--- src/rtl/rv32i_pkg.sv ---
// Shared RV32I load/store definitions: funct3 encodings, byte-enable patterns,
// sequencer states and the access-size decode used by the LSU.
package rv32i_pkg;

    localparam logic [2:0] F3_LB  = 3'b000;
    localparam logic [2:0] F3_LH  = 3'b001;
    localparam logic [2:0] F3_LW  = 3'b010;
    localparam logic [2:0] F3_LBU = 3'b100;
    localparam logic [2:0] F3_LHU = 3'b101;
    localparam logic [2:0] F3_SB  = 3'b000;
    localparam logic [2:0] F3_SH  = 3'b001;
    localparam logic [2:0] F3_SW  = 3'b010;

    localparam logic [3:0] BE_BYTE = 4'b0001;
    localparam logic [3:0] BE_HALF = 4'b0011;
    localparam logic [3:0] BE_WORD = 4'b1111;

    typedef enum logic [1:0] {
        IDLE,
        REQ,
        WAIT_R,
        DONE
    } lsu_state_e;

    typedef enum logic [1:0] {
        SZ_BYTE,
        SZ_HALF,
        SZ_WORD
    } lsu_size_e;

    // Any funct3 that is not a legal encoding for the access kind is a word access.
    function automatic lsu_size_e access_size(input logic [2:0] f3, input logic is_load);
        if (is_load) begin
            case (f3)
                F3_LB, F3_LBU: return SZ_BYTE;
                F3_LH, F3_LHU: return SZ_HALF;
                F3_LW:         return SZ_WORD;
                default:       return SZ_WORD;
            endcase
        end
        case (f3)
            F3_SB:   return SZ_BYTE;
            F3_SH:   return SZ_HALF;
            F3_SW:   return SZ_WORD;
            default: return SZ_WORD;
        endcase
    endfunction

endpackage

--- src/rtl/lsu_align.sv ---
// Load-data alignment: selects the addressed byte/halfword lane of a memory
// word and sign- or zero-extends it according to funct3.
module lsu_align
    import rv32i_pkg::*;
(
    input  logic [2:0]  funct3,
    input  logic [1:0]  offset,
    input  logic [31:0] rdata,
    output logic [31:0] load_word
);

    logic [15:0] lane;

    always_comb begin
        lane = 16'(rdata >> {offset, 3'b000});
        case (funct3)
            F3_LB:   load_word = {{24{lane[7]}}, lane[7:0]};
            F3_LH:   load_word = {{16{lane[15]}}, lane};
            F3_LBU:  load_word = {24'h0, lane[7:0]};
            F3_LHU:  load_word = {16'h0, lane};
            F3_LW:   load_word = rdata;
            default: load_word = rdata;
        endcase
    end

endmodule

--- src/rtl/lsu_ctrl.sv ---
// Load/store sequencer: stalls the core while a data-memory access is in
// flight over the req/gnt/rvalid port and returns aligned load data.
module lsu_ctrl
    import rv32i_pkg::*;
#(
    parameter int unsigned MAX_WAIT = 255
) (
    input  logic        clk,
    input  logic        rst,
    input  logic        mem_read,
    input  logic        mem_write,
    input  logic [2:0]  funct3,
    input  logic [31:0] addr,
    input  logic [31:0] store_data,
    output logic        stall,
    output logic        load_valid,
    output logic [31:0] load_data,
    output logic        misaligned,
    output logic        timeout,
    output logic        req,
    output logic        we,
    output logic [31:0] mem_addr,
    output logic [31:0] mem_wdata,
    output logic [3:0]  mem_be,
    input  logic        gnt,
    input  logic        mem_rvalid,
    input  logic [31:0] mem_rdata
);

    lsu_state_e  state, state_n;
    lsu_size_e   size;
    logic [15:0] wait_cnt;
    logic [2:0]  f3_q;
    logic [1:0]  off_q;
    logic        aborted;
    logic        start, mis_cond, expired, accept, capture;
    logic [3:0]  be_n;
    logic [31:0] wdata_n;
    logic [31:0] align_word;

    assign start   = mem_read | mem_write;
    assign size    = access_size(funct3, mem_read);
    assign expired = (wait_cnt == 16'(MAX_WAIT));

    always_comb begin
        mis_cond = 1'b0;
        be_n     = BE_WORD;
        wdata_n  = store_data;
        case (size)
            SZ_BYTE: begin
                be_n    = BE_BYTE << addr[1:0];
                wdata_n = {4{store_data[7:0]}};
            end
            SZ_HALF: begin
                mis_cond = addr[0];
                be_n     = BE_HALF << addr[1:0];
                wdata_n  = {2{store_data[15:0]}};
            end
            default: mis_cond = (addr[1:0] != 2'b00);
        endcase
    end

    always_comb begin
        state_n    = state;
        stall      = 1'b0;
        misaligned = 1'b0;
        load_valid = 1'b0;
        timeout    = 1'b0;
        accept     = 1'b0;
        capture    = 1'b0;
        case (state)
            IDLE: begin
                if (start) begin
                    if (mis_cond) begin
                        misaligned = 1'b1;
                    end else begin
                        stall   = 1'b1;
                        accept  = 1'b1;
                        state_n = REQ;
                    end
                end
            end
            REQ: begin
                stall = 1'b1;
                if (expired) begin
                    timeout = 1'b1;
                    state_n = DONE;
                end else if (gnt) begin
                    state_n = we ? DONE : WAIT_R;
                end
            end
            WAIT_R: begin
                stall = 1'b1;
                if (expired) begin
                    timeout = 1'b1;
                    state_n = DONE;
                end else if (mem_rvalid) begin
                    capture = 1'b1;
                    state_n = DONE;
                end
            end
            DONE: begin
                load_valid = ~we & ~aborted;
                state_n    = IDLE;
            end
            default: state_n = IDLE;
        endcase
    end

    always_ff @(posedge clk or negedge rst) begin
        if (!rst) begin
            state     <= IDLE;
            req       <= 1'b0;
            we        <= 1'b0;
            mem_addr  <= '0;
            mem_wdata <= '0;
            mem_be    <= '0;
            f3_q      <= '0;
            off_q     <= '0;
            load_data <= '0;
            wait_cnt  <= '0;
            aborted   <= 1'b0;
        end else begin
            state <= state_n;
            // req is registered but tracks the next state so it drops on gnt/timeout
            req   <= (state_n == REQ);
            if (accept) begin
                we        <= ~mem_read;
                mem_addr  <= {addr[31:2], 2'b00};
                mem_be    <= be_n;
                mem_wdata <= wdata_n;
                f3_q      <= funct3;
                off_q     <= addr[1:0];
                wait_cnt  <= '0;
                aborted   <= 1'b0;
            end else if (state == REQ || state == WAIT_R) begin
                wait_cnt <= wait_cnt + 16'd1;
            end
            if (timeout) begin
                aborted <= 1'b1;
            end
            if (capture) begin
                load_data <= align_word;
            end
        end
    end

    lsu_align u_align (
        .funct3    (f3_q),
        .offset    (off_q),
        .rdata     (mem_rdata),
        .load_word (align_word)
    );

endmodule

--- config.mk ---
export PLATFORM = sky130hd
export DESIGN_NAME = lsu_ctrl
export DESIGN_NICKNAME = d
export VERILOG_FILES = /design/src/rtl/rv32i_pkg.sv /design/src/rtl/lsu_align.sv /design/src/rtl/lsu_ctrl.sv
export SDC_FILE = /design/constraint.sdc
export NUM_CORES = 1
export LEC_CHECK = 0
export ABC_AREA = 0
export BUFFER_PORTS_ARGS = -buffer_cell sky130_fd_sc_hd__buf_2
export CAP_MARGIN = 20
export CORE_ASPECT_RATIO = 1.2
export CORE_MARGIN = 8
export CORE_UTILIZATION = 40
export DETAILED_ROUTE_END_ITERATION = 16
export GPL_TIMING_DRIVEN = 0
export PLACE_DENSITY = 0.63
export RECOVER_POWER = 50
export SLEW_MARGIN = 15
export SYNTH_ARGS = -nofsm -noshare
export SYNTH_HDL_FRONTEND = slang
export SYNTH_SLANG_ARGS = --single-unit
--- constraint.sdc ---
create_clock -name clk -period 3.1 [get_ports clk]
set_clock_uncertainty 0.05 [all_clocks]
set_input_delay 0 -clock clk [delete_from_list [all_inputs] [get_ports clk]]
set_output_delay 0 -clock clk [all_outputs]
set_load 0.01 [all_outputs]
Word-level counts from Yosys, hierarchy flattened
Cells that the tools add are included.
{ "op_classes": {"n_reduce_logical": 11, "shifts": 3, "eq_ne": 12, "muxes": 34, "n_addsub": 1, "bitwise": 5} }
{ "ops": {"columns": ["op", "count"], "rows": [
  ["$pmux W32 S4", 1],
  ["$pmux W32 S2", 1],
  ["$mux W16", 2],
  ["$shr A32 B5 Y16", 1],
  ["$add A16 B1 Y16 const B", 1],
  ["$eq A16 B8 Y1 const B", 1],
  ["$mux W1", 16],
  ["$mux W2", 8],
  ["$eq A3 B3 Y1 const B", 4],
  ["$pmux W2 S2", 2],
  ["$pmux W2 S4", 1],
  ["$pmux W4 S2", 1],
  ["$eq A2 B1 Y1 const B", 3],
  ["$eq A3 B1 Y1 const B", 2],
  ["$logic_not A3 Y1", 2],
  ["$reduce_bool A2 Y1", 3],
  ["$reduce_or A2 Y1", 3],
  ["$eq A2 B2 Y1 const B", 2],
  ["$logic_not A2 Y1", 2],
  ["$pmux W1 S2", 2],
  ["$shl A1 B2 Y4 const A", 1],
  ["$shl A2 B2 Y4 const A", 1],
  ["$not A1 Y1", 3],
  ["$and A1 B1 Y1", 1],
  ["2 further kinds", 2]
]} }
{ "totals": {"regBits": 124, "in_bits": 105, "out_inout_bits": 106, "wordCells": 77} }

Logic depth before layout (Yosys ltp)
{ "depth": {"word_depth": 12, "depth_mapped": 10, "ltp_nobuf": 6} }

By module
Synthesis repeated with hierarchy kept, for this count alone.
{ "unflattened": {"cells_unflattened": 647, "hier_area_um2": 6211.0} }
{ "modules_own_cells": {"columns": ["mod", "n_inst", "area_per_inst_um2", "cells_each"], "rows": [
  ["lsu_ctrl", 1, 5519.0, 541],
  ["lsu_align", 1, 691.9, 106]
]} }

Worst setup path after synthesis
Ideal clock, no wire load.
{ "synth_path": {"path_kind": "reg2reg", "startpoint": "reg state[0]", "endpoint": "reg mem_addr[29]", "path_stages_with_launch": 10, "setup_ns": 0.125, "t_arrival_ns": 1.996, "t_required_ns": 2.925, "path_slack_ns": 0.929, "period_less_slack_ns": 2.171, "path_cell_list": "dfrtp_1 -> inv_1 -> ha_1 -> o21ai_1 -> nand2b_1 -> clkbuf_1 -> nor2_1 -> buf_2 -> buf_4 -> mux2_2"} }
{ "synth_via": {"elab_chain_cells": 2} }
{ "synth_rtl": {"columns": ["item", "line_no", "source"], "rows": [
  ["start, declared", "lsu_ctrl.sv:30", "lsu_state_e state, state_n;"],
  ["start signal, assigned", "lsu_ctrl.sv:124", "state <= state_n;"],
  ["$logic_not A2 Y1", "lsu_ctrl.sv:71", "case (state)"],
  ["$mux W1", "lsu_ctrl.sv:71", null],
  ["end signal, assigned", "lsu_ctrl.sv:129", "mem_addr <= {addr[31:2], 2'b00};"],
  ["end, declared", "lsu_ctrl.sv:22", "output logic [31:0] mem_addr,"]
]} }
No other way between the ends.
A chain may end at the register's enable or synchronous reset.

Worst setup path after layout
{ "layout_path": {"startpoint": "reg wait_cnt[9]", "endpoint": "reg load_data[6]"} }
{ "layout_via": {"elab_chain_cells": 3} }
{ "layout_rtl": {"columns": ["item", "line_no", "source"], "rows": [
  ["start, declared", "lsu_ctrl.sv:32", "logic [15:0] wait_cnt;"],
  ["start signal, assigned", "lsu_ctrl.sv:137", "wait_cnt <= wait_cnt + 16'd1;"],
  ["$eq A16 B8 Y1", "lsu_ctrl.sv:43", "assign expired = (wait_cnt == 16'(MAX_WAIT));"],
  ["$mux W1", "lsu_ctrl.sv:94", "if (expired) begin"],
  ["$mux W1", "lsu_ctrl.sv:71", null],
  ["end signal, assigned", "lsu_ctrl.sv:143", "load_data <= align_word;"],
  ["end, declared", "lsu_ctrl.sv:17", "output logic [31:0] load_data,"]
]} }
No other way between the ends.

==> run_results.csv <==
group,metric,value,unit
timing,period_minus_slack,2.87,ns
worst_setup_path,reg2reg_depth,6,
global_routing,track_usage,0.220,
worst_setup_path,cpPeakStageDelay,0.58,ns
layout,syn_to_final_growth,47.1,%
route,wl_per_cell,19.0,um
layout,fillers,1263,
pwr,p_sw,3.13,mW
timing,post-route-period-util,0.927,
floorplanning,die_area,0.0196,mm2
clock_network,post_cts_buffers,0,
floorplanning,initial_utilization,0.408,
worst_setup_path,cp.buffers_inverters,2,
worst_setup_path,critPathMaxFanout,10,
place,gp_congestion,0.869,
clock_network,cts.path.max_buffers,2,
global_routing,overflow,0,
worst_setup_path,cp-start-kind,"register",
layout,drive_above_1_share,0.282,
route,via_per_inst,5.35,
yosys,synth_seq_cells,124,
route,vias,5998,
yosys,async_flop_share,1.00,
pwr,swShare,0.383,
job,drv_cap,1,
worst_setup_path,end_kind,"register",
route,drtIter0Drc,352,
clock_network,cts.sinks,124,
yosys,netlist_instances,568,
floorplanning,die_w,129,um
status,status,"finished, violations left",
route,drcViolationCount,0,
timing,hold_viol,0,
timing,drv_slew,62,
global_routing,grt_pass1_wl,33400,um
global_routing,antenna_found_initial,2,
timing,holdWs,0.130,ns
pwr,internal-power,5.04,mW
timing,max_slew_margin,-0.0233,
timing,worst_pin_slew,1.53,ns
yosys,synthFlopType,"dfrtp_1",
yosys,synth_area_leaders,"dfrtp_1 (51%), mux2_2 (11%), o21ai_0 (4.4%)",
timing,rsz0062_at_grt,"no",
pwr,pwr-share-comb,0.418,
yosys,synth.distinct_cells,54,
global_routing,grt_pass1_vias,6592,
route,postRouteAntennaNets,0,
clock_network,cts_tree,"done",
timing,setup_viol,0,
clock_network,root_buffer,"clkbuf_16",
pwr,seqPwrFrac,0.342,
pwr,finalPower,8.17,mW
worst_setup_path,cp_cell_sequence,"or4_4, nor4_4, nor2_2, buf_2, a31oi_1, dlygate4sd3_1",
yosys,yosysTopAreaCellShare,0.506,
yosys,synth_area,0.00613,mm2
clock_network,clk_pin_slew,0.05,ns
place,hpwlAfterDp,14900,um
clock_network,clk_latency,0.42,ns
pwr,cellLeakagePower,3.96,nW
floorplanning,core,0.0150,mm2
global_routing,grt_max_degree,65,
min_path,min_path_type,"in2reg",
yosys,synth_top_area_cell,"dfrtp_1",
layout,nNetsFinal,1014,
route,drt_wl_total,21300,um
pwr,powerDensity,905,mW/mm2
floorplanning,ios,211,
yosys,yosysSeqAreaShare,0.506,
floorplanning,die_h,152,um
yosys,ys_warn_count,0,
clock_network,cts_made_buffers,17,
min_path,holdPathStages,5,
worst_setup_path,cp_num_cells,6,
pwr,clockPowerShare,0.240,
timing,fmax,348,MHz
worst_setup_path,worst_path_max_delay_cell,"or4_4",
yosys,postSynthAreaPerCell,10.8,um2
route,first_pass_iters,6,
place,port_buffers,207,
timing,tns,0,ns
yosys,synth_edf_count,0,
worst_setup_path,cp.arrival,3.18,ns
clock_network,htreeDepth,4,
floorplanning,fp-row-count,49,
pwr,ir_drop,0.510,mV
status,violations,"capacitance limit, slew limit",
worst_setup_path,path_class,"reg2reg",
worst_setup_path,crit_family,"simple AND/OR/NAND/NOR gates",
worst_setup_path,worstPathRequired,3.41,ns
## cells in the mapped netlist, types with 2 or more instances
cell type	instances
dfrtp_1	124
nor3_1	8
mux4_2	2
buf_1	2
ha_1	5
or4_1	2
or4_4	2
buf_4	3
nor3b_1	2
inv_1	5
or3_1	4
a21oi_1	38
and4_1	3
mux2_2	59
o2bb2ai_1	7
nand3_1	9
nand4_1	8
a2bb2oi_1	4
xor2_1	9
nand3b_1	3
a21o_1	4
o31ai_1	8
o211ai_1	11
xnor2_1	3
and2_1	4
o21ai_0	54
nand2b_1	9
buf_6	3
a221o_1	7
a31oi_1	20
clkbuf_1	26
nor2_1	21
nand2_1	36
nor2b_1	11
and3_1	2
buf_2	10
mux2i_1	19
o22ai_1	5
## flip-flops by register name, indices dropped and copies added, names as in the netlist
name and flops:
off_q 2, mem_be 4, f3_q 3, load_data 32, mem_wdata 32, mem_addr 30, aborted 1, we 1
req 1, wait_cnt 16, state 2
## per-layer routing
metal,routed length [um],vias to the layer above,global-route usage
li1,-,2760,-
met1,8080,2934,0.229
met2,10900,253,0.390
met3,1830,51,0.0809
met4,556,0,0.0971
met5,0,-,0
## logic make-up (layout without fill, tap and decap cells)
group,after synthesis,after routing,synth area share
AO/OA/AOI/OAI,167,167,0.167
AND/OR/NAND/NOR,130,130,0.114
flip-flops,124,124,0.506
multiplexers,80,80,0.147
buffers and inverters,49,396,0.0375
XOR/XNOR,12,12,0.0171
adder cells (fa/ha/maj),5,5,0.0102
other,1,4,0.000611
## power by group through the flow
stage	Sequential, mW	Combinational, mW	Clock [mW]
floorplan	3.04	1.72	0
global placement	2.73	3.29	0
detailed placement	2.77	3.36	0
CTS	2.76	3.54	1.99
global route	2.88	3.75	2.06
finish	2.79	3.42	1.96
## tightest hold or removal path: cells and delay by family
kind	cells	cell delay, ns
AO/OA/AOI/OAI	3	0.41
AND/OR/NAND/NOR	1	0.06
buffers and inverters	1	0.08
## worst paths after layout
kind | to | slack [ns] | startpoint
worst max-delay path | load_data[6]$_DFFE_PN0P_ | 0.23 | wait_cnt[9]$_DFFE_PN0P_
worst min-delay path | state[0]$_DFF_PN0_ | 0.13 | mem_write
worst max register to register | load_data[6]$_DFFE_PN0P_ | 0.23 | wait_cnt[9]$_DFFE_PN0P_
worst min register to register | mem_be[0]$_DFFE_PN0P_ | 0.43 | mem_be[0]$_DFFE_PN0P_
max in group asynchronous | mem_addr[21]$_DFFE_PN0P_ | 0.82 | rst
min in group asynchronous | load_data[18]$_DFFE_PN0P_ | 0.45 | rst
## metrics by stage
| step | cell area (um2) | util | setup WS, ns | instances |
|---|---|---|---|---|
| 2_1_floorplan | 6140 | - | 0.929 | 569 |
| 3_3_place_gp | 7430 | 0.495 | 0.408 | 980 |
| 3_5_place_dp | 7460 | 0.497 | 0.354 | 981 |
| 4_1_cts | 9130 | 0.607 | 0.240 | 1120 |
| 5_1_grt | 9020 | 0.601 | 0.0807 | 1122 |
| 6_report | 9020 | 0.601 | 0.228 | 1122 |
## repair_timing
action,CTS,global route
resized for setup,0,1
endpoints found under the setup margin,0,2
hold buffers,108,0
endpoints found under the hold margin,165,0
## final cells by class
class | count | area [um2] | area share
diodes | 2 | 5.00 | 0.000555
plain buffers | 44 | 211 | 0.0234
clock buffers | 18 | 439 | 0.0487
clock inverters | 13 | 143 | 0.0158
inverters | 5 | 18.8 | 0.00208
multi-input cells | 396 | 2810 | 0.311
flip-flops and latches | 124 | 3100 | 0.344
well taps | 204 | 255 | 0.0283
repair buffers | 316 | 2040 | 0.226
## cell usage in the layout (no fill, tap or decap), drive strengths merged, types with 11 or more instances in the layout
cell type,n
nor2b,11
mux2,59
mux2i,19
o211ai,11
dfrtp,124
clkbuf,113
nor2,22
dlygate4sd3,108
buf,157
nand2,37
o21ai,55
a31oi,20
a21oi,39
(Power assumes the default switching activity.)
